[config.mk]
export PLATFORM = sky130hd
export DESIGN_NAME = uart_rx_chan_arb
export DESIGN_NICKNAME = d
export VERILOG_FILES = /design/src/rtl/uart_rx_arb_pkg.sv /design/src/rtl/uart_rx_arb_fifo.sv /design/src/rtl/uart_rx_chan_arb.sv
export SDC_FILE = /design/constraint.sdc
export NUM_CORES = 1
export LEC_CHECK = 0
export BUFFER_PORTS_ARGS = -buffer_cell sky130_fd_sc_hd__buf_2
export CAP_MARGIN = 25
export CORE_UTILIZATION = 35
export CTS_CLUSTER_SIZE = 25
export DETAILED_ROUTE_END_ITERATION = 6
export MAX_ROUTING_LAYER = met4
export PLACE_DENSITY_LB_ADDON = 0.12
export SKIP_CTS_REPAIR_TIMING = 1
export SYNTH_ARGS = -nofsm -noshare
export SYNTH_HDL_FRONTEND = slang
export SYNTH_SLANG_ARGS = --single-unit
[constraint.sdc]
create_clock -name clk -period 5.2 [get_ports clk]
set_input_delay 0.78 -clock clk [delete_from_list [all_inputs] [get_ports clk]]
set_output_delay 0.78 -clock clk [all_outputs]
set_load 0.005 [all_outputs]
[src/rtl/uart_rx_arb_pkg.sv]
// Shared types and helpers for the UART RX channel arbiter.
// Grant search helper is sized for the largest supported channel count (16)
// so one function serves every NCH instance.
package uart_rx_arb_pkg;

  // Arbitration mode as carried on the mode input
  typedef enum logic {
    ARB_FIXED = 1'b0,
    ARB_RR    = 1'b1
  } arb_mode_e;

  localparam int MAX_NCH  = 16;
  localparam int MAX_SELW = 4;

  // Rotate-priority search: starting at last+1 (mod nch), return the index of
  // the first channel with valid set, or -1 when no channel is requesting.
  // nch must be a power of two so the wrap is a simple mask.
  function automatic int rr_pick(
    input logic [MAX_NCH-1:0] valid,
    input int                 last,
    input int                 nch
  );
    int pick;
    int idx;
    pick = -1;
    for (int i = 1; i <= MAX_NCH; i++) begin
      idx = (last + i) & (nch - 1);
      if ((pick < 0) && (i <= nch) && valid[idx[MAX_SELW-1:0]]) begin
        pick = idx;
      end else begin
        pick = pick;
      end
    end
    return pick;
  endfunction

endpackage

[src/rtl/uart_rx_arb_fifo.sv]
// Circular output FIFO for the UART RX arbiter.
// Push and pop may happen in the same cycle, including when full; the caller
// only pushes when there is room or a pop is happening. dout_o reads as zero
// while empty so no stale entry is ever visible on the output.
module uart_rx_arb_fifo #(
  parameter int EW    = 11,
  parameter int DEPTH = 4,
  parameter int AW    = $clog2(DEPTH)
) (
  input  logic          clk,
  input  logic          rst_n,
  input  logic          push_i,
  input  logic          pop_i,
  input  logic [EW-1:0] din_i,
  output logic [EW-1:0] dout_o,
  output logic          full_o,
  output logic          empty_o
);

  logic [EW-1:0] mem_q [DEPTH];
  logic [AW-1:0] wr_ptr_q, wr_ptr_d;
  logic [AW-1:0] rd_ptr_q, rd_ptr_d;
  logic [AW:0]   count_q, count_d;

  // Pointer and occupancy next-state; pointers wrap naturally at DEPTH
  always_comb begin
    wr_ptr_d = wr_ptr_q;
    rd_ptr_d = rd_ptr_q;
    count_d  = count_q;
    if (push_i) begin
      wr_ptr_d = wr_ptr_q + AW'(1);
    end else begin
      wr_ptr_d = wr_ptr_q;
    end
    if (pop_i) begin
      rd_ptr_d = rd_ptr_q + AW'(1);
    end else begin
      rd_ptr_d = rd_ptr_q;
    end
    count_d = count_q + (AW+1)'(push_i) - (AW+1)'(pop_i);
  end

  // Pointer and occupancy registers; reset empties the FIFO
  always_ff @(posedge clk or negedge rst_n) begin
    if (!rst_n) begin
      wr_ptr_q <= '0;
      rd_ptr_q <= '0;
      count_q  <= '0;
    end else begin
      wr_ptr_q <= wr_ptr_d;
      rd_ptr_q <= rd_ptr_d;
      count_q  <= count_d;
    end
  end

  // Storage array; contents are only meaningful between the pointers
  always_ff @(posedge clk) begin
    if (push_i) begin
      mem_q[wr_ptr_q] <= din_i;
    end
  end

  assign full_o  = (count_q == (AW+1)'(DEPTH));
  assign empty_o = (count_q == (AW+1)'(0));
  assign dout_o  = empty_o ? '0 : mem_q[rd_ptr_q];

endmodule

[src/rtl/uart_rx_chan_arb.sv]
// N-channel UART RX byte arbiter: grants one channel per cycle (fixed select
// or round-robin) into a registered ready/valid output tagged with the source
// channel.
// Build option: define UART_RX_ARB_FIFO_EN to replace the single output
// register with a DEPTH-entry FIFO; the port list is the same either way.
module uart_rx_chan_arb
  import uart_rx_arb_pkg::*;
#(
  parameter int WIDTH = 8,
  parameter int NCH   = 8,
  parameter int SELW  = $clog2(NCH),
  parameter int DEPTH = 4
) (
  input  logic               clk,
  input  logic               rst_n,
  input  logic               mode,
  input  logic [SELW-1:0]    sel,
  input  logic [NCH-1:0]     in_valid,
  input  logic [NCH*WIDTH-1:0] in_data,
  output logic [NCH-1:0]     in_ready,
  output logic               out_valid,
  output logic [WIDTH-1:0]   out_data,
  output logic [SELW-1:0]    out_ch,
  input  logic               out_ready
);

  logic [NCH-1:0]   grant_s;
  logic [SELW-1:0]  win_idx_s;
  logic [WIDTH-1:0] win_data_s;
  logic             accept_s;
  logic             pop_s;
  logic             space_s;
  int               rr_pick_s;
  logic [SELW-1:0]  last_q, last_d;

  // Grant selection; nothing is granted while in reset or when the output
  // stage cannot take a byte this cycle
  always_comb begin
    grant_s   = '0;
    rr_pick_s = rr_pick(MAX_NCH'(in_valid), int'(last_q), NCH);
    if (!rst_n || !space_s) begin
      grant_s = '0;
    end else begin
      case (arb_mode_e'(mode))
        ARB_FIXED: grant_s[sel] = in_valid[sel];
        ARB_RR: begin
          for (int k = 0; k < NCH; k++) begin
            grant_s[k] = (rr_pick_s == k);
          end
        end
        default: grant_s = '0;
      endcase
    end
  end

  // One-hot grant to channel index and the byte it carries
  always_comb begin
    win_idx_s = '0;
    for (int k = 0; k < NCH; k++) begin
      win_idx_s = grant_s[k] ? SELW'(k) : win_idx_s;
    end
    win_data_s = in_data[win_idx_s*WIDTH +: WIDTH];
  end

  assign accept_s = |grant_s;
  assign in_ready = grant_s;

  // Round-robin pointer follows every accepted byte, whatever the mode
  always_comb begin
    last_d = accept_s ? win_idx_s : last_q;
  end

  // Round-robin pointer register; reset value lets channel 0 win first
  always_ff @(posedge clk or negedge rst_n) begin
    if (!rst_n) begin
      last_q <= SELW'(NCH - 1);
    end else begin
      last_q <= last_d;
    end
  end

`ifdef UART_RX_ARB_FIFO_EN

  logic [SELW+WIDTH-1:0] fifo_dout_s;
  logic                  fifo_full_s;
  logic                  fifo_empty_s;

  // A full FIFO still accepts when the head leaves in the same cycle
  assign pop_s   = ~fifo_empty_s & out_ready;
  assign space_s = ~fifo_full_s | pop_s;

  uart_rx_arb_fifo #(
    .EW    (SELW + WIDTH),
    .DEPTH (DEPTH)
  ) u_fifo (
    .clk     (clk),
    .rst_n   (rst_n),
    .push_i  (accept_s),
    .pop_i   (pop_s),
    .din_i   ({win_idx_s, win_data_s}),
    .dout_o  (fifo_dout_s),
    .full_o  (fifo_full_s),
    .empty_o (fifo_empty_s)
  );

  assign out_valid = ~fifo_empty_s;
  assign out_ch    = fifo_dout_s[SELW+WIDTH-1:WIDTH];
  assign out_data  = fifo_dout_s[WIDTH-1:0];

`else

  logic             out_vld_q, out_vld_d;
  logic [WIDTH-1:0] out_data_q, out_data_d;
  logic [SELW-1:0]  out_ch_q, out_ch_d;

  // Single slot: free when empty or when its byte is leaving this cycle
  assign pop_s   = out_vld_q & out_ready;
  assign space_s = ~out_vld_q | out_ready;

  // Output slot next-state: load on grant, clear on drain, otherwise hold
  // so data and tag stay stable under backpressure
  always_comb begin
    out_vld_d  = out_vld_q;
    out_data_d = out_data_q;
    out_ch_d   = out_ch_q;
    if (accept_s) begin
      out_vld_d  = 1'b1;
      out_data_d = win_data_s;
      out_ch_d   = win_idx_s;
    end else if (pop_s) begin
      out_vld_d  = 1'b0;
    end else begin
      out_vld_d  = out_vld_q;
    end
  end

  // Output slot registers
  always_ff @(posedge clk or negedge rst_n) begin
    if (!rst_n) begin
      out_vld_q  <= 1'b0;
      out_data_q <= '0;
      out_ch_q   <= '0;
    end else begin
      out_vld_q  <= out_vld_d;
      out_data_q <= out_data_d;
      out_ch_q   <= out_ch_d;
    end
  end

  assign out_valid = out_vld_q;
  assign out_data  = out_data_q;
  assign out_ch    = out_ch_q;

`endif

endmodule

# Word-level counts from Yosys, hierarchy flattened
# Index checks and enable logic that the tools add are counted.
dict set report totals {
  ff_bits 15
  inputBits 79
  word_cells 95
}
dict set report classes {
  n_addsub 8
  n_lt_le_gt_ge 17
  n_eq_ne 7
  shift 1
  muxes 39
  n_bitwise 5
  reduce_logical 14
}
# op n
set ops {}
lappend ops {{$mux 32} 8}
lappend ops {{$lt 32x1->1 const B} 7}
lappend ops {{$eq 32x4->1 const B} 4}
lappend ops {{$eq 32x3->1 const B} 2}
lappend ops {{$shiftx 64x7->8} 1}
lappend ops {{$lt 3x5->1 const B} 8}
lappend ops {{$eq 32x2->1 const B} 1}
lappend ops {{$logic_not 32->1} 1}
lappend ops {{$bmux 1 s3} 9}
lappend ops {{$pmux 8 s2} 1}
lappend ops {{$mux 1} 13}
lappend ops {{$add 3x3->3 const B} 4}
lappend ops {{$mux 3} 4}
lappend ops {{$and 8x8->8} 1}
lappend ops {{$logic_and 1x1->1} 8}
lappend ops {{$mux 8} 1}
lappend ops {{$reduce_or 8->1} 1}
lappend ops {{$add 3x1->3 const B} 2}
lappend ops {{$add 3x2->3 const B} 2}
lappend ops {{$lt 3x4->1 const B} 1}
lappend ops {{$mux 2} 2}
lappend ops {{$demux 1 s3} 1}
lappend ops {{$ge 3x1->1 const B} 1}
lappend ops {{$logic_not 1->1} 2}
lappend ops {{other kinds (5)} 6}

# Longest topological paths before layout
# Gate-level depths: netlist of run 1.
dict set report depth {
  ltp_word 36
  ltp_mapped 18
  mapped_depth_nobuf 13
}

# Worst setup path before layout of run 1
# No wires, ideal clock.
dict set report synth_timing {
  path_kind {register to register}
  from {reg last_q[1]}
  to {reg out_data_q[1] (netlist: out_data[1])}
  arrival_ps 4350
  t_required_ps 5063
  slack_ps 713
  path_stages_with_launch 19
  period_less_slack_ps 4487
  path_cell_list {dfstp_2 buf_6 clkbuf_1 inv_1 ha_1 buf_2 buf_6 mux2i_1 mux2i_1 a211o_1 or4_4 a21oi_2 a21oi_2 o41a_1 nand2_4 buf_2 mux2_2 a22oi_1 o211ai_2}
}
dict set report synth_via {
  elab_chain_len 36
  word_cells_on_any_way 65
  cone_classes {8 x add/sub; 7 x order compare; 7 x eq/ne; 1 x shift; 33 x mux; 9 x reduce/logical}
}
# element line
set synth_lines {}
lappend synth_lines {{start, declared} uart_rx_chan_arb.sv:34} ;# logic [SELW-1:0] last_q, last_d;
lappend synth_lines {{start signal, assigned} uart_rx_chan_arb.sv:76} ;# last_q <= SELW'(NCH - 1);
lappend synth_lines {{start signal, assigned} uart_rx_chan_arb.sv:78} ;# last_q <= last_d;
lappend synth_lines {{$add 3x1->3} uart_rx_arb_pkg.sv:27} ;# idx = (last + i) & (nch - 1);
lappend synth_lines {{$bmux 1 s3} uart_rx_arb_pkg.sv:28} ;# if ((pick < 0) && (i <= nch) && valid[idx[MAX_SELW-1:0]]) begin
lappend synth_lines {{$mux 1 (not written as such)} uart_rx_arb_pkg.sv:28}
lappend synth_lines {{$mux 32} uart_rx_arb_pkg.sv:28}
lappend synth_lines {{$lt 32x1->1} uart_rx_arb_pkg.sv:28}
lappend synth_lines {{$logic_and 1x1->1} uart_rx_arb_pkg.sv:28}
lappend synth_lines {{$mux 32} uart_rx_arb_pkg.sv:28}
lappend synth_lines {{$lt 32x1->1} uart_rx_arb_pkg.sv:28}
lappend synth_lines {{[16 not listed]} -}
lappend synth_lines {{$mux 32 (*)} uart_rx_arb_pkg.sv:28}
lappend synth_lines {{$eq 32x2->1} uart_rx_chan_arb.sv:48} ;# grant_s[k] = (rr_pick_s == k);
lappend synth_lines {{$pmux 8 s2 (*)} uart_rx_chan_arb.sv:44} ;# case (arb_mode_e'(mode))
lappend synth_lines {{$mux 8 (*)} uart_rx_chan_arb.sv:41} ;# if (!rst_n || !space_s) begin
lappend synth_lines {{$mux 1} uart_rx_chan_arb.sv:60} ;# win_idx_s = grant_s[k] ? SELW'(k) : win_idx_s;
lappend synth_lines {{$mux 2 (2 in series)} uart_rx_chan_arb.sv:60}
lappend synth_lines {{$mux 3 (4 in series)} uart_rx_chan_arb.sv:60}
lappend synth_lines {{$shiftx 64x7->8} uart_rx_chan_arb.sv:62} ;# win_data_s = in_data[win_idx_s*WIDTH +: WIDTH];
lappend synth_lines {{end signal, assigned} uart_rx_chan_arb.sv:145} ;# out_data_q <= out_data_d;
lappend synth_lines {{end, declared} uart_rx_chan_arb.sv:113} ;# logic [WIDTH-1:0] out_data_q, out_data_d;
# Mark *: on every way between the ends. The rest lies on a longest branch, timed or not. The select of a mux whose other input is x is not followed.
# A chain may end at the register's enable or synchronous reset.

# Worst setup path after layout of run 1
dict set report layout_timing {
  from {reg last_q[0]}
  to {out in_ready[0]}
}
dict set report layout_via {
  elab_chain_len 28
  word_cells_on_any_way 49
  cone_classes {8 x add/sub; 7 x order compare; 26 x mux; 8 x reduce/logical}
}
# element line
set layout_lines {}
lappend layout_lines {{$add 3x1->3} uart_rx_arb_pkg.sv:27}
lappend layout_lines {{$bmux 1 s3} uart_rx_arb_pkg.sv:28}
lappend layout_lines {{$mux 1 (not written as such)} uart_rx_arb_pkg.sv:28}
lappend layout_lines {{$mux 32} uart_rx_arb_pkg.sv:28}
lappend layout_lines {{$lt 32x1->1} uart_rx_arb_pkg.sv:28}
lappend layout_lines {{$logic_and 1x1->1} uart_rx_arb_pkg.sv:28}
lappend layout_lines {{$mux 32} uart_rx_arb_pkg.sv:28}
lappend layout_lines {{$lt 32x1->1} uart_rx_arb_pkg.sv:28}
lappend layout_lines {{[12 not listed]} -}
lappend layout_lines {{$logic_and 1x1->1} uart_rx_arb_pkg.sv:28}
lappend layout_lines {{$mux 32} uart_rx_arb_pkg.sv:28}
lappend layout_lines {{$lt 32x1->1} uart_rx_arb_pkg.sv:28}
lappend layout_lines {{$logic_and 1x1->1} uart_rx_arb_pkg.sv:28}
lappend layout_lines {{$mux 32 (*)} uart_rx_arb_pkg.sv:28}
lappend layout_lines {{$logic_not 32->1 (*)} uart_rx_chan_arb.sv:48}
lappend layout_lines {{$pmux 8 s2 (*)} uart_rx_chan_arb.sv:44}
lappend layout_lines {{$mux 8 (*)} uart_rx_chan_arb.sv:41}
lappend layout_lines {{end, declared} uart_rx_chan_arb.sv:20} ;# output logic [NCH-1:0] in_ready,
# Marks and branches as above.

==> impl_metrics.yaml, run 1 <==
outcome:
  run_status: "finished clean"
timing:
  finalSetupTns_ns: 0
  finalWorstPathRequiredPeriod_ns: 4.84
  fin_skew_ns: 0.00239
  max_slew.worst_pin.slew_ns: 0.575
  rsz_0062_raised_after_global_routing: "false"
  timing.fmax_mhz: 207
  hold_viol_final: 0
  timing.final.max_slew_violations: 0
  max_slew_margin: 0.617
  timing.final.setup_violations: 0
  layout_worst_path_cycle_share: 0.930
logic_synthesis:
  postSynthAreaPerCell_um2: 8.93
  post_synth_num_cell_types: 61
  ys_ff_latch: 15
  ys.flop_type: "sky130_fd_sc_hd__dfrtp_1"
  muxShareOfSynthArea: 0.349
  synth_compound_gate_area_share: 0.229
  cell_count_after_synthesis: 272
  yosysWarningCount: 0
  synth_enable_flop_cells: 0
  largest_family_of_logic_cells_by_synthesized_area: "multiplexers"
  synth_simple_gate_area_share: 0.183
  synthesis.area_um2: 2430
  synth.net_count: 353
  post_synth_fa_ha_maj_area_fraction: 0.0103
  async_reset_ff_frac: 1.00
  synth_sequential_area_ratio: 0.156
  post_synth_xor_area_fraction: 0.0170
route:
  dr.pass1.iters: 4
  vias: 2520
  drt-wirelength-per-cell_um: 16.3
  drt.antenna.violating_nets: 0
  drc: 0
  1st_iter_drt_viols: 137
  routed_via_density: 5.70
  postRouteWirelength_um: 7200
cells_and_area:
  postLayoutCellArea_um2: 3010
  layout-area-overhead-vs-synth_pct: 24.0
  n_antenna_cell: 0
  design.final.nets: 444
  layout-drive-gt1-share: 0.448
clock_network:
  worst_skew_pair.late_latency_ns: 0.24
  clk_pin_slew_worst_paths_ns: 0.06
  cts_tree: "yes"
  cts.sinks: 15
  cts_htree_levels: 1
  root_buffer: "sky130_fd_sc_hd__clkbuf_8"
  cts_made_buffers: 3
  cts-root-to-sink-buffers: 2
power_and_ir_drop:
  cellPowerDensity_nw_per_um2: 694
  total_leakage_power_nw: 1.35
  power.ir.vdd_worst_v: 0.000230
die:
  placementRows: 30
  die_h_um: 85.3
  coreArea_um2: 6760
  die_x_um: 85.3
  pin_count: 99
  design.die.area_um2: 7280
  initial_cell_density_of_the_core: 0.360
placement:
  finalWeightedCongestion: 0.881
  dpl.hpwl_um: 5770
  dpl-instance-area_um2: 2970
  port-buffer-count: 98
grt:
  grt_remaining_overflow: 0
  largest_net_degree_at_the_start_of_global_routing: 26
  global_route_wire_length_before_repair_um: 11600
  vias_in_the_first_global_route: 2454
  globalRouteTotalUtil: 0.206
  antenna_found_initial: 0
hold_path:
  hold_path_class: "in2async"
job:
  timing.max_cap.violations: 0
worst_setup_path:
  worst-setup-path-type: "reg2out"
  setup.worst_path.start_class: "register"
  critPathArrivalTime_ns: 4.06
  endpoint_kind: "output port"
  cp.required_ns: 4.42
  cp_max_fo: 14
[registers in the layout, summed over array words and instances, names as in the netlist]
| name | flops |
|---|---|
| out_ch | 3 |
| last_q | 3 |
| out_valid | 1 |
| out_data | 8 |
[routing by layer]
layer,GRT usage,share of wire,vias to the layer above
met3,0.0233,0.060,8
met2,0.357,0.48,108
met5,-,0,-
li1,-,-,1237
met1,0.253,0.45,1167
met4,0.0576,0.0096,0
[through the flow]
| stage | total power, W | std cells | setup WS [ns] | hold WS [ns] | utilization |
|---|---|---|---|---|---|
| after floorplan | 0.00162 | 272 | 0.713 | 0.470 | - |
| after global placement | 0.00200 | 438 | 0.686 | 0.456 | 0.439 |
| after detailed placement | 0.00200 | 438 | 0.556 | 0.458 | 0.439 |
| after CTS | 0.00210 | 442 | 0.429 | 0.453 | 0.446 |
| after global routing | 0.00227 | 442 | 0.139 | 0.466 | 0.446 |
| final | 0.00209 | 442 | 0.365 | 0.439 | 0.446 |
[critical path, cell delays in order, from the launching register on]
cell and delay (ns):
sky130_fd_sc_hd__dfstp_2 0.53, sky130_fd_sc_hd__inv_2 0.09, sky130_fd_sc_hd__ha_1 0.67, sky130_fd_sc_hd__mux2i_1 0.33, sky130_fd_sc_hd__mux2i_1 0.21, sky130_fd_sc_hd__a211o_1 0.35
sky130_fd_sc_hd__nor4_1 0.43, sky130_fd_sc_hd__a211oi_1 0.18, sky130_fd_sc_hd__a31o_2 0.27, sky130_fd_sc_hd__or3_1 0.33, sky130_fd_sc_hd__o21ai_0 0.25, sky130_fd_sc_hd__buf_2 0.17
[path summary, 6_finish.rpt]
path	start	cells past startpoint	end	slack [ns]
worst max-delay path	last_q[0]	11	in_ready[0]	0.36
worst min-delay path	rst_n	1	out_data[7]	0.44
min in group clk	out_ch[2]	2	out_ch[2]	0.48
max in group asynchronous	rst_n	1	last_q[2]	4.45
worst max register to register	last_q[0]	13	out_data[3]	0.57
worst min register to register	out_ch[2]	2	out_ch[2]	0.48
[cell usage in the layout, fill, tap and decap left out, drive strengths merged, types with 5 or more instances in the layout]
cell type  instances
mux2              31
inv                6
nand2b             5
nor3               5
and2               6
nor2              15
buf              106
dfrtp             12
a21oi              7
mux2i             34
mux4               7
nand4b             5
o21ai             11
a22oi              7
o211ai             6
nand2             30
[kinds of logic (layout without fill, tap and decap cells)]
| family | after synthesis | after routing |
|---|---|---|
| multiplexers | 72 | 72 |
| AND/OR/NAND/NOR | 86 | 86 |
| AO/OA/AOI/OAI | 68 | 68 |
| adder cells (fa/ha/maj) | 2 | 2 |
| flip-flops | 15 | 15 |
| XOR/XNOR | 3 | 3 |
| buffers and inverters | 26 | 116 |
[cell usage after synthesis (5+ instances only)]
master                     count  area (µm²)
sky130_fd_sc_hd__a22oi_1       7        52.6
sky130_fd_sc_hd__nand4b_1      5        43.8
sky130_fd_sc_hd__nand2b_1      5        31.3
sky130_fd_sc_hd__a21oi_1       5        25.0
sky130_fd_sc_hd__o211ai_2      5        62.6
sky130_fd_sc_hd__dfrtp_1      12         300
sky130_fd_sc_hd__mux2i_1      34         340
sky130_fd_sc_hd__nand2_1      29         109
sky130_fd_sc_hd__and2_1        6        37.5
sky130_fd_sc_hd__inv_1         5        18.8
sky130_fd_sc_hd__nor2_1       15        56.3
sky130_fd_sc_hd__clkbuf_1     10        37.5
sky130_fd_sc_hd__mux2_2       27         304
sky130_fd_sc_hd__mux4_2        7         158
sky130_fd_sc_hd__nor3_1        5        25.0
sky130_fd_sc_hd__buf_2         6        30.0
sky130_fd_sc_hd__o21ai_0       7        35.0
[layout make-up]
cell class,count,area [µm²]
clock buffers,4,45.0
fillers,694,3740
inverters,6,22.5
multi-input cells,231,1920
flip-flops and latches,15,379
well taps,80,100
repair buffers,106,551
[power breakdown]
group / switching (W) / internal [W]
logic: 0.000963 / 0.000800
clock network: 0.0000374 / 0.0000541
registers: 0.0000470 / 0.000190
Power figures use the tool's default switching activity.
==> run 2: changes to the inputs <==
ABC_AREA = 1   (was unset)
==> run 2 against run 1 <==
Register-to-register slack improved by 0.52 ns. Clock power increased by 4.4%. Utilization decreased by 1.2 points. Combinational power increased by 16%. Via count increased by 23%. Cell area increased by 4.6%. Fmax increased by 7.8%. Routed wire length increased by 16%.
==> impl_metrics.yaml, run 2 <==
power_and_ir_drop:
  switching_share: 0.620
  power.clock.fraction: 0.040
  share_seq_of_total_power: 0.110
  power.ir.vdd_worst_v: 0.000251
  total_leakage_power_nw: 1.90
  pwr-share-comb: 0.851
  internal-power_w: 0.000914
  cellPowerDensity_nw_per_um2: 763
  netSwitchingPower_w: 0.00149
  report.power.total_w: 0.00240
die:
  coreArea_um2: 7250
  placementRows: 31
  die_h_um: 88.4
  initial_cell_density_of_the_core: 0.360
  die_x_um: 88.4
  pin_count: 99
  design.die.area_um2: 7820
logic_synthesis:
  async_reset_ff_frac: 1.00
  cell_count_after_synthesis: 444
  synth_top_cell_area_share: 0.184
  ys_top_cells_by_area: "sky130_fd_sc_hd__nand2_1, sky130_fd_sc_hd__nand3_1, sky130_fd_sc_hd__dfrtp_1"
  synthesis.area_um2: 2610
  postSynthAreaPerCell_um2: 5.89
  ys_ff_latch: 15
  post_synth_num_cell_types: 34
  synth_sequential_area_ratio: 0.145
  ys.flop_type: "sky130_fd_sc_hd__dfrtp_1"
  yosys.area.top_type: "sky130_fd_sc_hd__nand2_1"
  synth_enable_flop_cells: 0
  synth_top_cells_by_count: "sky130_fd_sc_hd__nand2_1, sky130_fd_sc_hd__nand3_1, sky130_fd_sc_hd__inv_1"
  yosysWarningCount: 0
  synthMostInstantiatedCell: "sky130_fd_sc_hd__nand2_1"
  synth.net_count: 525
hold_path:
  hold_path_class: "in2async"
placement:
  place_ws_ns: 1.03
  dpl.hpwl_um: 6680
  finalWeightedCongestion: 0.944
  port-buffer-count: 98
  place_inst: 622
clock_network:
  cts-root-to-sink-buffers: 2
  cts_made_buffers: 3
  cts.sinks: 15
  worst_skew_pair.late_latency_ns: 0.25
  root_buffer: "sky130_fd_sc_hd__clkbuf_8"
  cts_htree_levels: 1
  clk_pin_slew_worst_paths_ns: 0.06
  cts_tree: "yes"
grt:
  grt_remaining_overflow: 0
  globalRouteTotalUtil: 0.225
  global_route_wire_length_before_repair_um: 13600
  largest_net_degree_at_the_start_of_global_routing: 35
  antenna_found_initial: 0
  vias_in_the_first_global_route: 2743
timing:
  fin_skew_ns: 0.00106
  max_slew_margin: 0.700
  max_slew.worst_pin.slew_ns: 0.447
  timing.final.ws_setup_ns: 0.713
  timing.fmax_mhz: 223
  timing.final.max_slew_violations: 0
  finalWorstPathRequiredPeriod_ns: 4.49
  layout_worst_path_cycle_share: 0.863
  rsz_0062_raised_after_global_routing: "false"
  finalSetupTns_ns: 0
  hold_viol_final: 0
  timing.final.setup_violations: 0
route:
  1st_iter_drt_viols: 203
  routed_via_density: 4.96
  vias: 3108
  drt.antenna.violating_nets: 0
  postRouteWirelength_um: 8380
  drc: 0
  drt-wirelength-per-cell_um: 13.4
  dr.pass1.iters: 5
cells_and_area:
  share_of_the_core_filled_with_cells_in_the_final_layout: 0.434
  final_cells: 626
  layout-drive-gt1-share: 0.311
  filler_cell_count: 834
  mostFrequentLayoutCells: "sky130_fd_sc_hd__nand2_1, sky130_fd_sc_hd__buf_2, sky130_fd_sc_hd__nand3_1, sky130_fd_sc_hd__inv_1, sky130_fd_sc_hd__nand4_1"
  layout-area-overhead-vs-synth_pct: 20.5
  largest_reg_flops: 8
  mostFrequentLayoutCell: "sky130_fd_sc_hd__nand2_1"
  design.final.nets: 609
  n_antenna_cell: 0
worst_setup_path:
  endpoint_kind: "output port"
  setup.worst_path.start_class: "register"
  cp.required_ns: 4.42
  worst-setup-path-type: "reg2out"
  critPathArrivalTime_ns: 3.71
  cp_max_fo: 31
outcome:
  run_status: "finished clean"
job:
  timing.max_cap.violations: 0
run 2: cell count changes in the layout (fill, tap and decap cells not counted), sizes merged, moves of 5 or more:
cell and change:
nand2 +120, mux4 -7, o211ai -6, nor2 +7
mux2i -34, nand4 +37, inv +67, nand4b -5
and2 -6, nand2b -5, mux2 -31, nand3 +94
buf -6, a22oi -7
run 2: area by class of cell:
class,count,area [µm²],share of cell area
Clock inverter,1,5.00,0.00159
Inverter,73,277,0.0878
Sequential cell,15,379,0.120
Clock buffer,3,41.3,0.0131
Timing Repair Buffer,100,505,0.160
Tap cell,99,124,0.0393
Multi-Input combinational cell,335,1820,0.577
run 2: kinds of logic (layout without fill, tap and decap cells):
logic type | after synthesis | in the layout | share of synthesized area
fa+ha+maj | 2 | 2 | 0.00957
simple gates | 312 | 312 | 0.637
flops | 15 | 15 | 0.145
buf+inv | 94 | 177 | 0.159
compound gates | 18 | 18 | 0.0397
xor+xnor | 3 | 3 | 0.0101
run 2: final timing paths:
path                            slack (ns)  startpoint  depth (start not counted)          end
worst max-delay path                  0.71   last_q[0]                         18  in_ready[7]
worst min register to register        0.48   out_ch[0]                          2    out_ch[0]
worst min-delay path                  0.44       rst_n                          1  out_data[3]
worst max register to register        1.09   last_q[0]                         21    last_q[1]
max in group asynchronous             4.45       rst_n                          1    last_q[0]
min in group clk                      0.48   out_ch[0]                          2    out_ch[0]
run 2: stage by stage:
stage,hold WS (ns),cell area (µm²)
floorplan,0.465,2610
global placement,0.473,3100
detailed placement,0.471,3100
CTS,0.450,3150
global route,0.454,3150
finish,0.439,3150
run 2: power groups by stage:
stage / Sequential (W) / Clock (W) / Combinational, W
6_report: 0.000264 / 0.0000955 / 0.00204
5_1_grt: 0.000276 / 0.000104 / 0.00231
4_1_cts: 0.000266 / 0.0000982 / 0.00203
3_5_place_dp: 0.000267 / 0 / 0.00203
3_3_place_gp: 0.000265 / 0 / 0.00202
2_1_floorplan: 0.000230 / 0 / 0.00168
run 2: worst max-delay path, stage by stage (launching register included):
cell	delay, ns
sky130_fd_sc_hd__dfstp_2	0.66
sky130_fd_sc_hd__inv_2	0.18
sky130_fd_sc_hd__ha_1	0.46
sky130_fd_sc_hd__inv_1	0.24
sky130_fd_sc_hd__nand3_2	0.15
sky130_fd_sc_hd__nand3_2	0.11
sky130_fd_sc_hd__nand2_4	0.09
sky130_fd_sc_hd__nor2_8	0.15
sky130_fd_sc_hd__nand4_4	0.12
sky130_fd_sc_hd__nor2_4	0.18
sky130_fd_sc_hd__nand2_1	0.10
sky130_fd_sc_hd__nand3b_1	0.11
sky130_fd_sc_hd__nand2_2	0.10
sky130_fd_sc_hd__nand2_1	0.09
sky130_fd_sc_hd__o21ai_2	0.07
sky130_fd_sc_hd__nand2_4	0.12
sky130_fd_sc_hd__buf_4	0.32
sky130_fd_sc_hd__inv_1	0.08
sky130_fd_sc_hd__buf_2	0.13
run 2: metal layers:
layer	part of all wire	GRT usage	up-vias
met4	0.015	0.0308	0
met2	0.45	0.336	120
met3	0.068	0.0364	13
met1	0.47	0.324	1358
li1	-	-	1617
met5	0	-	-
==> run 3: changes to the inputs <==
==> constraint.sdc (replaced) <==
create_clock -name clk -period 5.2 [get_ports clk]
set_input_delay 0.26 -clock clk [delete_from_list [all_inputs] [get_ports clk]]
set_output_delay 0.26 -clock clk [all_outputs]
set_load 0.005 [all_outputs]
==> run 3 against run 2 <==
Hold slack worse by 0.23 ns. Count of clock-buffer cells in the layout stayed put. Register-to-register slack improved by 0.02 ns. Routed wire length down 3.0%. Critical path depth rose by 4. Cell area about the same. Final cell count stayed put. Clock power grew 2%. Power down 0.56%. Via count grew 0.87%. Sequential power about the same. Combinational power barely moved. Largest power group unchanged.
==> impl_metrics.yaml, run 3 (same netlist as run 2, synthesis figures left out) <==
outcome:
  run_status: "finished clean"
die:
  die_x_um: 88.4
  pin_count: 99
  design.die.area_um2: 7820
  die_h_um: 88.4
  placementRows: 31
  coreArea_um2: 7250
  initial_cell_density_of_the_core: 0.360
timing:
  hold_viol_final: 0
  timing.final.setup_violations: 0
  timing.final.max_slew_violations: 0
  max_slew_margin: 0.659
  finalSetupTns_ns: 0
  timing.fmax_mhz: 244
  rsz_0062_raised_after_global_routing: "false"
  fin_skew_ns: 0.000653
  layout_worst_path_cycle_share: 0.787
  max_slew.worst_pin.slew_ns: 0.508
  finalWorstPathRequiredPeriod_ns: 4.09
grt:
  grt_remaining_overflow: 0
  largest_net_degree_at_the_start_of_global_routing: 36
  global_route_wire_length_before_repair_um: 13200
  globalRouteTotalUtil: 0.219
  vias_in_the_first_global_route: 2731
  antenna_found_initial: 0
cells_and_area:
  n_antenna_cell: 0
  layout-area-overhead-vs-synth_pct: 20.6
  mostFrequentLayoutCell: "sky130_fd_sc_hd__nand2_1"
  largest_reg_flops: 8
  layout-drive-gt1-share: 0.309
  mostFrequentLayoutCells: "sky130_fd_sc_hd__nand2_1, sky130_fd_sc_hd__buf_2, sky130_fd_sc_hd__nand3_1, sky130_fd_sc_hd__inv_1, sky130_fd_sc_hd__nand4_1"
  design.final.nets: 609
worst_setup_path:
  setup.worst_path.start_class: "register"
  cp.required_ns: 5.34
  cp_max_fo: 35
  r2r_start: "last_q[0]"
  ff2ff_path_depth: 22
  endpoint_kind: "register"
  worst-setup-path-type: "reg2reg"
  worstSetupStartpoint: "last_q[0]"
  critPathArrivalTime_ns: 4.23
route:
  drt.antenna.violating_nets: 0
  drt-wirelength-per-cell_um: 13.0
  routed_via_density: 5.01
  1st_iter_drt_viols: 180
  drc: 0
  dr.pass1.iters: 5
  vias: 3135
  postRouteWirelength_um: 8130
job:
  timing.max_cap.violations: 0
clock_network:
  clk_pin_slew_worst_paths_ns: 0.06
  cts_htree_levels: 1
  root_buffer: "sky130_fd_sc_hd__clkbuf_8"
  worst_skew_pair.late_latency_ns: 0.25
  cts_made_buffers: 3
  cts-root-to-sink-buffers: 2
  cts_tree: "yes"
  cts.sinks: 15
power_and_ir_drop:
  power.clock.fraction: 0.041
  switching_share: 0.618
  report.power.total_w: 0.00239
  power.ir.vdd_worst_v: 0.000276
  internal-power_w: 0.000912
  share_seq_of_total_power: 0.111
  pwr-share-comb: 0.849
  total_leakage_power_nw: 1.90
  cellPowerDensity_nw_per_um2: 758
  netSwitchingPower_w: 0.00148
placement:
  finalWeightedCongestion: 0.888
  dpl.hpwl_um: 6560
  port-buffer-count: 98
hold_path:
  hold_path_class: "in2reg"
  hold_depth: 2
  worstHoldStart: "out_ready"
## run 3: changes by cell type in the layout (fill, tap and decap cells not counted), sizes merged
| cell | previous run | this run |
|---|---|---|
| dlygate4sd3 | 0 | 1 |
| buf | 100 | 99 |
## run 3: stage by stage
stage | setup WS, ns | cells | utilization | hold slack [ns] | area, µm²
after floorplan | 1.82 | 444 | - | -0.0356 | 2610
after global placement | 1.16 | 621 | 0.427 | 0.192 | 3100
after detailed placement | 1.12 | 621 | 0.427 | 0.195 | 3100
after CTS | 1.10 | 625 | 0.433 | -0.0717 | 3140
after global routing | 0.763 | 626 | 0.435 | 0.205 | 3150
final | 1.11 | 626 | 0.435 | 0.204 | 3150
## run 3: worst paths after layout
path                          endpoint  slack [ns]
min in group asynchronous  out_data[3]        0.45
hold / removal               out_valid        0.20
setup reg to reg           out_data[0]        1.11
max in group asynchronous    last_q[2]        4.45
setup / recovery           out_data[0]        1.11
hold reg to reg              out_ch[0]        0.48
## run 3: routing by layer
layer  GRT usage  vias to the layer above  wire length, µm
li1            -                     1614                -
met1       0.318                     1397             3790
met2       0.334                      120             3730
met3      0.0271                        4              561
met4      0.0249                        0               35
met5           -                        -                0
## run 3: final cells by class
cell class                      instances  area, µm²
Multi-Input combinational cell        335       1820
Fill cell                             831       4100
Sequential cell                        15        379
Clock buffer                            3       41.3
Timing Repair Buffer                  100        508
Tap cell                               99        124
Inverter                               73        277
Clock inverter                          1       5.00
## run 3: critical path: stages, from the launching register on
cell	delay, ns
sky130_fd_sc_hd__dfstp_2	0.65
sky130_fd_sc_hd__inv_2	0.17
sky130_fd_sc_hd__ha_1	0.46
sky130_fd_sc_hd__inv_1	0.23
sky130_fd_sc_hd__nand3_2	0.14
sky130_fd_sc_hd__nand3_2	0.11
sky130_fd_sc_hd__nand2_4	0.09
sky130_fd_sc_hd__nor2_8	0.14
sky130_fd_sc_hd__nand4_4	0.12
sky130_fd_sc_hd__nor2_4	0.17
sky130_fd_sc_hd__nand2_1	0.09
sky130_fd_sc_hd__nand3b_1	0.10
sky130_fd_sc_hd__nand2_2	0.10
sky130_fd_sc_hd__nand2_1	0.09
sky130_fd_sc_hd__o21ai_2	0.07
sky130_fd_sc_hd__nand2_4	0.30
sky130_fd_sc_hd__nand2_4	0.13
sky130_fd_sc_hd__nor2_8	0.28
sky130_fd_sc_hd__inv_4	0.16
sky130_fd_sc_hd__nand3_1	0.11
sky130_fd_sc_hd__nand2_1	0.07
sky130_fd_sc_hd__nand2_1	0.10
sky130_fd_sc_hd__nand3_2	0.06
## run 3: power by group through the flow
stage | Combinational [W] | Clock, W | Sequential, W
floorplan | 0.00168 | 0 | 0.000230
global placement | 0.00202 | 0 | 0.000266
detailed placement | 0.00201 | 0 | 0.000268
CTS | 0.00202 | 0.0000975 | 0.000266
global route | 0.00230 | 0.000104 | 0.000274
finish | 0.00203 | 0.0000972 | 0.000264
